[src/rtl/sram_bus_arbiter_if.sv]
// CPU-side fetch/data ports and SRAM controller single-op bus as seen by the arbiter.
// master = arbiter side, slave = pipeline + controller side.
interface sram_bus_arbiter_if #(
  parameter int ADDR_WIDTH = 22,
  parameter int DATA_WIDTH = 32,
  parameter int MASK_WIDTH = 4
);
  logic                  inst_req;
  logic [31:0]           inst_addr;
  logic [DATA_WIDTH-1:0] inst_rdata;
  logic                  inst_ack;
  logic                  inst_stall;

  logic                  data_req;
  logic                  data_we;
  logic [31:0]           data_addr;
  logic [DATA_WIDTH-1:0] data_wdata;
  logic [MASK_WIDTH-1:0] data_mask;
  logic [DATA_WIDTH-1:0] data_rdata;
  logic                  data_ack;
  logic                  data_stall;

  logic                  read_op;
  logic                  write_op;
  logic [ADDR_WIDTH-1:0] bus_addr;
  logic [DATA_WIDTH-1:0] bus_data_write;
  logic [MASK_WIDTH-1:0] byte_mask;
  logic [DATA_WIDTH-1:0] bus_data_read;

  modport master (
    input  inst_req, inst_addr,
    output inst_rdata, inst_ack, inst_stall,
    input  data_req, data_we, data_addr, data_wdata, data_mask,
    output data_rdata, data_ack, data_stall,
    output read_op, write_op, bus_addr, bus_data_write, byte_mask,
    input  bus_data_read
  );

  modport slave (
    output inst_req, inst_addr,
    input  inst_rdata, inst_ack, inst_stall,
    output data_req, data_we, data_addr, data_wdata, data_mask,
    input  data_rdata, data_ack, data_stall,
    input  read_op, write_op, bus_addr, bus_data_write, byte_mask,
    output bus_data_read
  );
endinterface

[src/rtl/sram_bus_arbiter.sv]
// Serialises fetch and data word requests onto the SRAM controller's single-op bus.
// Req in IDLE -> ack 3 cycles later, one access per 3 cycles; ports stall until their ack.
module sram_bus_arbiter #(
  parameter int ADDR_WIDTH = 22,
  parameter int DATA_WIDTH = 32,
  parameter int MASK_WIDTH = 4
) (
  input logic                clk,
  input logic                rst,
  sram_bus_arbiter_if.master arb
);
  localparam logic [1:0] S_IDLE  = 2'd0;
  localparam logic [1:0] S_ISSUE = 2'd1;
  localparam logic [1:0] S_WAIT  = 2'd2;
  localparam logic [1:0] S_RESP  = 2'd3;

  logic [1:0]            state_q, state_d;
  logic [ADDR_WIDTH-1:0] addr_q, addr_d;
  logic [DATA_WIDTH-1:0] wdata_q, wdata_d;
  logic [MASK_WIDTH-1:0] mask_q, mask_d;
  logic                  we_q, we_d;
  logic                  grant_data_q, grant_data_d;
  logic                  last_was_data_q, last_was_data_d;

  logic cand_inst, cand_data, pick_data;

  always_comb begin
    state_d         = state_q;
    addr_d          = addr_q;
    wdata_d         = wdata_q;
    mask_d          = mask_q;
    we_d            = we_q;
    grant_data_d    = grant_data_q;
    last_was_data_d = last_was_data_q;
    cand_inst       = 1'b0;
    cand_data       = 1'b0;

    case (state_q)
      S_IDLE: begin
        cand_inst = arb.inst_req;
        cand_data = arb.data_req;
      end
      S_ISSUE: state_d = S_WAIT;
      S_WAIT:  state_d = S_RESP;
      S_RESP: begin
        state_d   = S_IDLE;
        // The port being acked this cycle is still holding req; it must not re-win.
        cand_inst = arb.inst_req & grant_data_q;
        cand_data = arb.data_req & ~grant_data_q;
      end
      default: state_d = S_IDLE;
    endcase

    pick_data = cand_data & (~cand_inst | ~last_was_data_q);

    if (cand_inst | cand_data) begin
      state_d         = S_ISSUE;
      grant_data_d    = pick_data;
      last_was_data_d = pick_data;
      if (pick_data) begin
        addr_d  = arb.data_addr[ADDR_WIDTH-1:0];
        wdata_d = arb.data_wdata;
        mask_d  = arb.data_mask;
        we_d    = arb.data_we;
      end else begin
        addr_d  = arb.inst_addr[ADDR_WIDTH-1:0];
        wdata_d = '0;
        mask_d  = '1;
        we_d    = 1'b0;
      end
    end
  end

  always_ff @(posedge clk) begin
    if (rst) begin
      state_q         <= S_IDLE;
      addr_q          <= '0;
      wdata_q         <= '0;
      mask_q          <= '0;
      we_q            <= 1'b0;
      grant_data_q    <= 1'b0;
      last_was_data_q <= 1'b0;
    end else begin
      state_q         <= state_d;
      addr_q          <= addr_d;
      wdata_q         <= wdata_d;
      mask_q          <= mask_d;
      we_q            <= we_d;
      grant_data_q    <= grant_data_d;
      last_was_data_q <= last_was_data_d;
    end
  end

  assign arb.read_op        = (state_q == S_ISSUE) & ~we_q;
  assign arb.write_op       = (state_q == S_ISSUE) & we_q;
  assign arb.bus_addr       = addr_q;
  assign arb.bus_data_write = wdata_q;
  assign arb.byte_mask      = mask_q;

  assign arb.inst_ack   = (state_q == S_RESP) & ~grant_data_q;
  assign arb.data_ack   = (state_q == S_RESP) & grant_data_q;
  assign arb.inst_rdata = arb.inst_ack ? arb.bus_data_read : '0;
  assign arb.data_rdata = arb.data_ack ? arb.bus_data_read : '0;
  assign arb.inst_stall = arb.inst_req & ~arb.inst_ack;
  assign arb.data_stall = arb.data_req & ~arb.data_ack;
endmodule

[src/flat_wrapper.sv]
// flat-port wrapper written by rule: the top's interface ports become plain ports
module sram_bus_arbiter_flat 
#(
  parameter int ADDR_WIDTH = 22,
  parameter int DATA_WIDTH = 32,
  parameter int MASK_WIDTH = 4
)
  (clk, rst, arb_inst_req, arb_inst_addr, arb_inst_rdata, arb_inst_ack, arb_inst_stall, arb_data_req, arb_data_we, arb_data_addr, arb_data_wdata, arb_data_mask, arb_data_rdata, arb_data_ack, arb_data_stall, arb_read_op, arb_write_op, arb_bus_addr, arb_bus_data_write, arb_byte_mask, arb_bus_data_read);
  sram_bus_arbiter_if #(.ADDR_WIDTH(ADDR_WIDTH), .DATA_WIDTH(DATA_WIDTH), .MASK_WIDTH(MASK_WIDTH)) arb_i ();
  input logic clk;
  input logic rst;
  input wire logic [$bits(arb_i.inst_req)-1:0] arb_inst_req;
  input wire logic [$bits(arb_i.inst_addr)-1:0] arb_inst_addr;
  output wire logic [$bits(arb_i.inst_rdata)-1:0] arb_inst_rdata;
  output wire logic [$bits(arb_i.inst_ack)-1:0] arb_inst_ack;
  output wire logic [$bits(arb_i.inst_stall)-1:0] arb_inst_stall;
  input wire logic [$bits(arb_i.data_req)-1:0] arb_data_req;
  input wire logic [$bits(arb_i.data_we)-1:0] arb_data_we;
  input wire logic [$bits(arb_i.data_addr)-1:0] arb_data_addr;
  input wire logic [$bits(arb_i.data_wdata)-1:0] arb_data_wdata;
  input wire logic [$bits(arb_i.data_mask)-1:0] arb_data_mask;
  output wire logic [$bits(arb_i.data_rdata)-1:0] arb_data_rdata;
  output wire logic [$bits(arb_i.data_ack)-1:0] arb_data_ack;
  output wire logic [$bits(arb_i.data_stall)-1:0] arb_data_stall;
  output wire logic [$bits(arb_i.read_op)-1:0] arb_read_op;
  output wire logic [$bits(arb_i.write_op)-1:0] arb_write_op;
  output wire logic [$bits(arb_i.bus_addr)-1:0] arb_bus_addr;
  output wire logic [$bits(arb_i.bus_data_write)-1:0] arb_bus_data_write;
  output wire logic [$bits(arb_i.byte_mask)-1:0] arb_byte_mask;
  input wire logic [$bits(arb_i.bus_data_read)-1:0] arb_bus_data_read;
  assign arb_i.inst_req = arb_inst_req;
  assign arb_i.inst_addr = arb_inst_addr;
  assign arb_inst_rdata = arb_i.inst_rdata;
  assign arb_inst_ack = arb_i.inst_ack;
  assign arb_inst_stall = arb_i.inst_stall;
  assign arb_i.data_req = arb_data_req;
  assign arb_i.data_we = arb_data_we;
  assign arb_i.data_addr = arb_data_addr;
  assign arb_i.data_wdata = arb_data_wdata;
  assign arb_i.data_mask = arb_data_mask;
  assign arb_data_rdata = arb_i.data_rdata;
  assign arb_data_ack = arb_i.data_ack;
  assign arb_data_stall = arb_i.data_stall;
  assign arb_read_op = arb_i.read_op;
  assign arb_write_op = arb_i.write_op;
  assign arb_bus_addr = arb_i.bus_addr;
  assign arb_bus_data_write = arb_i.bus_data_write;
  assign arb_byte_mask = arb_i.byte_mask;
  assign arb_i.bus_data_read = arb_bus_data_read;
  sram_bus_arbiter #(.ADDR_WIDTH(ADDR_WIDTH), .DATA_WIDTH(DATA_WIDTH), .MASK_WIDTH(MASK_WIDTH)) u_core (.clk(clk), .rst(rst), .arb(arb_i));
endmodule
[config.mk]
export PLATFORM = sky130hd
export DESIGN_NAME = sram_bus_arbiter_flat
export DESIGN_NICKNAME = d
export VERILOG_FILES = /design/src/rtl/sram_bus_arbiter_if.sv /design/src/rtl/sram_bus_arbiter.sv /design/src/flat_wrapper.sv
export SDC_FILE = /design/constraint.sdc
export NUM_CORES = 1
export LEC_CHECK = 0
export BUFFER_PORTS_ARGS = -buffer_cell sky130_fd_sc_hd__buf_2
export CORE_AREA = 4 4 102 104
export CTS_BUF_LIST = sky130_fd_sc_hd__clkbuf_16
export DETAILED_ROUTE_END_ITERATION = 7
export DIE_AREA = 0 0 106 108
export GPL_TIMING_DRIVEN = 1
export HOLD_SLACK_MARGIN = 0.1
export PLACE_DENSITY_LB_ADDON = 0.12
export SYNTH_ARGS = -nofsm -noshare
export SYNTH_HDL_FRONTEND = slang
export SYNTH_SLANG_ARGS = --single-unit
export TNS_END_PERCENT = 20
[constraint.sdc]
create_clock -name clk -period 1.8 [get_ports clk]
set_clock_uncertainty 0.15 [all_clocks]
set_input_delay 0.27 -clock clk [delete_from_list [all_inputs] [get_ports clk]]
set_output_delay 0.27 -clock clk [all_outputs]
set_load 0.02 [all_outputs]
; ---- Word level (Yosys, flattened, before mapping)
; Index checks and enable logic that the tools add are counted.
[word_totals]
output_inout_bits = 128
word_cells = 40
reg_bits = 62
in_bits = 137
[classes]
mux = 10
bitwise_logic = 16
n_reduce_logical = 4
n_eq_ne = 3
[ops]
columns = op, count
row1 = 32-bit 2-to-1 mux, 3
row2 = 22-bit 2-to-1 mux, 1
row3 = 1-bit AND, 9
row4 = 2-bit case mux with 3 select lines, 1
row5 = 1-bit NOT, 5
row6 = "2-bit == test, second input constant", 2
row7 = 4-bit 2-to-1 mux, 1
row8 = 1-bit case mux with 2 select lines, 2
row9 = 4-bit nonzero test, 1
row10 = 3-bit nonzero test, 1
row11 = "2-bit by 1-bit == test with 1-bit output, second input constant", 1
row12 = 2-bit logical NOT, 1
row13 = 1-bit 2-to-1 mux, 2
row14 = 1-bit bitwise OR, 2
row15 = 2-bit OR reduction, 1

; ---- Depth between registers and ports, before layout
[depth]
ltp_word = 6
mapped_depth = 8
ltp_nobuf = 6

; ---- Worst setup path after synthesis
; Ideal clock, no wire load.
[synth_timing]
path_kind = register -> output
start = reg u_core.state_q[0]
end = out arb_inst_rdata[16]
slack_ps = -246
path_buffers = 2
arrival_ps = 1626
stages_incl_launch_ff = 6
t_required_ps = 1380
path_cell_list = dfxtp_1 -> ha_1 -> buf_2 -> nor2b_1 -> clkbuf_1 -> and2_1
[synth_between]
elab_chain_cells = 3
[synth_rtl]
columns = element, line_no
row1 = from (decl), sram_bus_arbiter.sv:17  ; logic [1:0] state_q, state_d;
row2 = from (signal assigned), sram_bus_arbiter.sv:84  ; state_q <= state_d;
row3 = 2-bit == test, sram_bus_arbiter.sv:100  ; assign arb.inst_ack = (state_q == S_RESP) & ~grant_data_q;
row4 = 1-bit AND, sram_bus_arbiter.sv:100
row5 = via arb_inst_ack, flat_wrapper.sv:15  ; output wire logic [$bits(arb_i.inst_ack)-1:0] arb_inst_ack;
row6 = 32-bit 2-to-1 mux, sram_bus_arbiter.sv:102  ; assign arb.inst_rdata = arb.inst_ack ? arb.bus_data_read : '0;
row7 = to (decl), flat_wrapper.sv:14  ; output wire logic [$bits(arb_i.inst_rdata)-1:0] arb_inst_rdata;
; The timed path passes the listed nets, and every way through them passes these cells.

; ---- Worst setup path after layout
[layout_timing]
start = reg u_core.state_q[0]
end = out arb_inst_rdata[5]
[layout_between]
elab_chain_cells = 3
[layout_rtl]
columns = element, line_no
row1 = 2-bit == test, sram_bus_arbiter.sv:100
row2 = 1-bit AND, sram_bus_arbiter.sv:100
row3 = 32-bit 2-to-1 mux, sram_bus_arbiter.sv:102
; No other way between the ends.

==> run_results.csv <==
group,metric,value,unit
setup_path,r2r-end,"u_core.arb.bus_addr[10]",
timing,timing.final.crit_share,107.0,%
cts,clk_latency,0.32,ns
setup_path,rrSetupSlack,-0.10,ns
routing,ant_nets,0,
synthesis,synth_top_family_by_area,"simple AND/OR/NAND/NOR gates",
setup_path,path_delay_family,"flip-flops",
timing,fmax,519.3,MHz
cells_and_area,final_util,64.96,%
setup_path,path_cells,"ha_4 > nor2b_4 > buf_12 > and2_1 > buf_4",
cts,cts_max_path_buffers,2,
timing,postLayoutSetupSlackWorst,-0.1257,ns
routing,routed_wl,13.04,mm
setup_path,crit_path_start_kind,"flip-flop",
timing,fin_worst_hold_slack,0.09413,ns
cts,cts.sinks,62,
timing,slew_violations,0,
timing,rsz0062_at_grt,"yes",
synthesis,synth_fa_ha_area_share,2.035,%
synthesis,synth_xor_area_share,0,%
placement,io_buffers,244,
die,start_util,32.19,%
die,dieArea,11450,µm²
placement,dp_hpwl,7.854,mm
die,die_h,108,µm
synthesis,ys_warn_count,0,
worst_hold_path,hold_depth,3,
run,cap_viol_max_count,0,
setup_path,cp-startpoint,"u_core.state_q[0]",
setup_path,critPathBufInv,2,
grt,grt_max_degree,63,
worst_hold_path,min-delay-start,"arb_data_addr[8]",
die,io_pins,265,
pwr,intPower,5.677,mW
die,coreArea,9549,µm²
timing,tightest_slew,0.3331,ns
synthesis,synth_cell_types,34,
pwr,switching_share,41.88,%
pwr,total_power,9.767,mW
synthesis,synth_area,3074,µm²
placement,routabilityCongestion,0.8073,
synthesis,avgSynthCellArea,8.587,µm²
setup_path,slowest_delay,0.37,ns
pwr,powerDensity,1574,nW/µm²
pwr,p_switching,4.090,mW
synthesis,synth-seq-cells,62,
cts,h-tree-depth,3,
cts,root_buffer,"clkbuf_16",
routing,via_count,3920,
placement,post_dp_cell_area,4553,µm²
worst_hold_path,hp-class,"in2reg",
grt,antenna_found_initial,0,
cells_and_area,nNetsFinal,826,
synthesis,synthCells,358,
setup_path,slowest_stage,"dfxtp_4",
timing,timing.final.hold_violations,0,
routing,drc,0,
synthesis,synthMuxAreaShare,0.3256,%
status,violations,"negative setup slack",
setup_path,crit_arrival,1.51,ns
timing,setup_viol,60,
cts,cts_tree,"done",
cells_and_area,syn2layout_area_growth,101.8,%
setup_path,r2r_start,"u_core.state_q[0]",
worst_hold_path,min_to,"u_core.arb.bus_addr[8]",
cts,path_clk_slew,0.06,ns
pwr,leakage,3.076,nW
pwr,ir_drop,0.9295,mV
grt,track_usage,20.69,%
setup_path,crit_type,"reg2out",
cts,cts_buffers,9,
timing,fin_crit,1.926,ns
setup_path,crit_required,1.38,ns
synthesis,syn_nets,500,
synthesis,synth-simple-area-share,26.58,%
synthesis,yosysSeqAreaShare,40.37,%
setup_path,critPathCaptureType,"output pin",
cells_and_area,drive_gt1_share,50.07,%
routing,via_per_inst,4.763,
die,row_count,36,
routing,drt-wirelength-per-cell,15.84,µm
pwr,p_seq_share,21.6,%
die,die_w,106,µm
pwr,combPwrFrac,61.2,%
synthesis,synth_compound_area_share,23.57,%
grt,first_global_vias,3915,
grt,grt_pass1_wl,19.40,mm
setup_path,crit_fanout,34,
setup_path,reg2regPathDepth,8,
cells_and_area,final_area,6203,µm²
pwr,p_clk_share,17.2,%
grt,grt_overflow,0,
routing,first_pass_iters,5,
routing,drtIter0Drc,191,
timing,slew_headroom,77.16,%
status,status,"finished with violations",
synth_stat cells:
cell type,n,area (µm²)
buf_1,1,3.750
nor2b_1,4,25.02
o21ai_1,5,25.02
o21ai_4,1,16.27
o22ai_2,1,12.51
mux2i_1,1,10.01
nor2b_4,1,13.76
nor3_1,1,5.000
inv_1,2,7.510
and3_1,32,200.2
a21oi_1,4,20.02
clkbuf_1,16,60.06
nor3b_2,1,12.51
o22a_1,1,8.760
a22oi_1,33,247.7
a311oi_1,12,105.1
buf_4,3,22.52
nand2_1,21,78.83
a311oi_2,10,150.1
nand2_2,1,6.260
and2b_2,1,8.760
o21ai_0,18,90.09
or3b_2,1,8.760
o21a_1,1,7.510
nand2b_1,1,6.260
and2_1,35,219.0
buf_8,2,30.03
o22ai_1,4,25.02
o21ba_4,1,16.27
ha_1,5,62.56
buf_2,10,50.05
dfxtp_1,62,1241
buf_6,4,45.04
nor2_1,62,232.7
placed cells by master, fill, tap and decap left out, types with 3 or more instances in the layout:
cell type / synthesis / final
clkbuf_16: 0 / 13
dlygate4sd3_1: 0 / 73
buf_4: 3 / 45
buf_2: 10 / 177
and2_1: 35 / 25
a311oi_2: 10 / 11
buf_6: 4 / 41
and3_1: 32 / 32
a22oi_2: 0 / 4
a21oi_1: 4 / 4
o21ai_2: 0 / 8
buf_12: 0 / 10
dfxtp_1: 62 / 60
a311oi_1: 12 / 11
o21ai_1: 5 / 13
a22oi_1: 33 / 29
nand2_1: 21 / 20
ha_1: 5 / 3
nor2_1: 62 / 61
and2_2: 0 / 9
nor2b_1: 4 / 3
routing by layer:
metal | vias up | GRT usage [%] | share of wire [%]
met1 | 1834 | 26.32 | 42
met4 | 0 | 4.903 | 0.54
li1 | 1914 | - | -
met5 | - | 0 | 0
met3 | 8 | 5.851 | 6.9
met2 | 164 | 34.93 | 51
logic make-up after synthesis:
family          after synthesis
flops                        62
fa+ha+maj                     5
buf+inv                      38
simple gates                161
mux                           1
compound gates               91
stage by stage:
stage	instances	TNS (ns)	setup slack, ns
after floorplan	358	0	0.001882
after global placement	722	-0.08738	-0.01157
final	823	-4.316	-0.1257
after global routing	822	-9.487	-0.2003
after CTS	809	-9.505	-0.1403
after detailed placement	722	-1.105	-0.06674
power by group through the flow:
stage,Clock [mW],Combinational [mW],Sequential (mW)
final,1.68,5.97,2.11
after global routing,1.79,6.45,2.16
after CTS,1.74,4.99,2.08
after detailed placement,0,4.73,2.09
after global placement,0,4.66,2.07
after floorplan,0,2.81,2.60
area by class of cell:
class	count	area, µm²
Sequential cell	62	1249
Fill cell	775	3346
Clock inverter	7	66.31
Inverter	2	7.507
Antenna cell	1	2.502
Clock buffer	9	225.2
Multi-Input combinational cell	258	1755
Tap cell	133	166.4
Timing Repair Buffer	351	2731
state kept, by name, summed over array words and instances (netlist names):
signal	cells
u_core.arb.bus_data_write	32
u_core.we_q	1
u_core.arb.byte_mask	4
u_core.arb.bus_addr	22
u_core.state_q	2
u_core.last_was_data_q	1
worst min-delay path: stages:
cell      delay (ns)
buf_2           0.10
o21ai_2         0.05
a311oi_2        0.08
worst max path at each step:
stage / to / slack (ns) / depth (start not counted)
after floorplan: u_core.arb.bus_addr[0] / 0.002 / 7
after global placement: u_core.arb.bus_addr[0] / -0.01 / 7
after detailed placement: u_core.arb.bus_addr[15] / -0.07 / 7
after CTS: arb_inst_rdata[5] / -0.14 / 5
after global routing: arb_inst_rdata[27] / -0.20 / 5
final: arb_inst_rdata[5] / -0.13 / 5
repair_timing:
action	in CTS	in global routing
gates cloned	0	6
setup endpoints to repair	120	130
hold buffers	71	2
pin swaps	1	18
setup buffers	0	5
resized for setup	68	88
hold endpoints to repair	59	2
(Power assumes the default switching activity.)
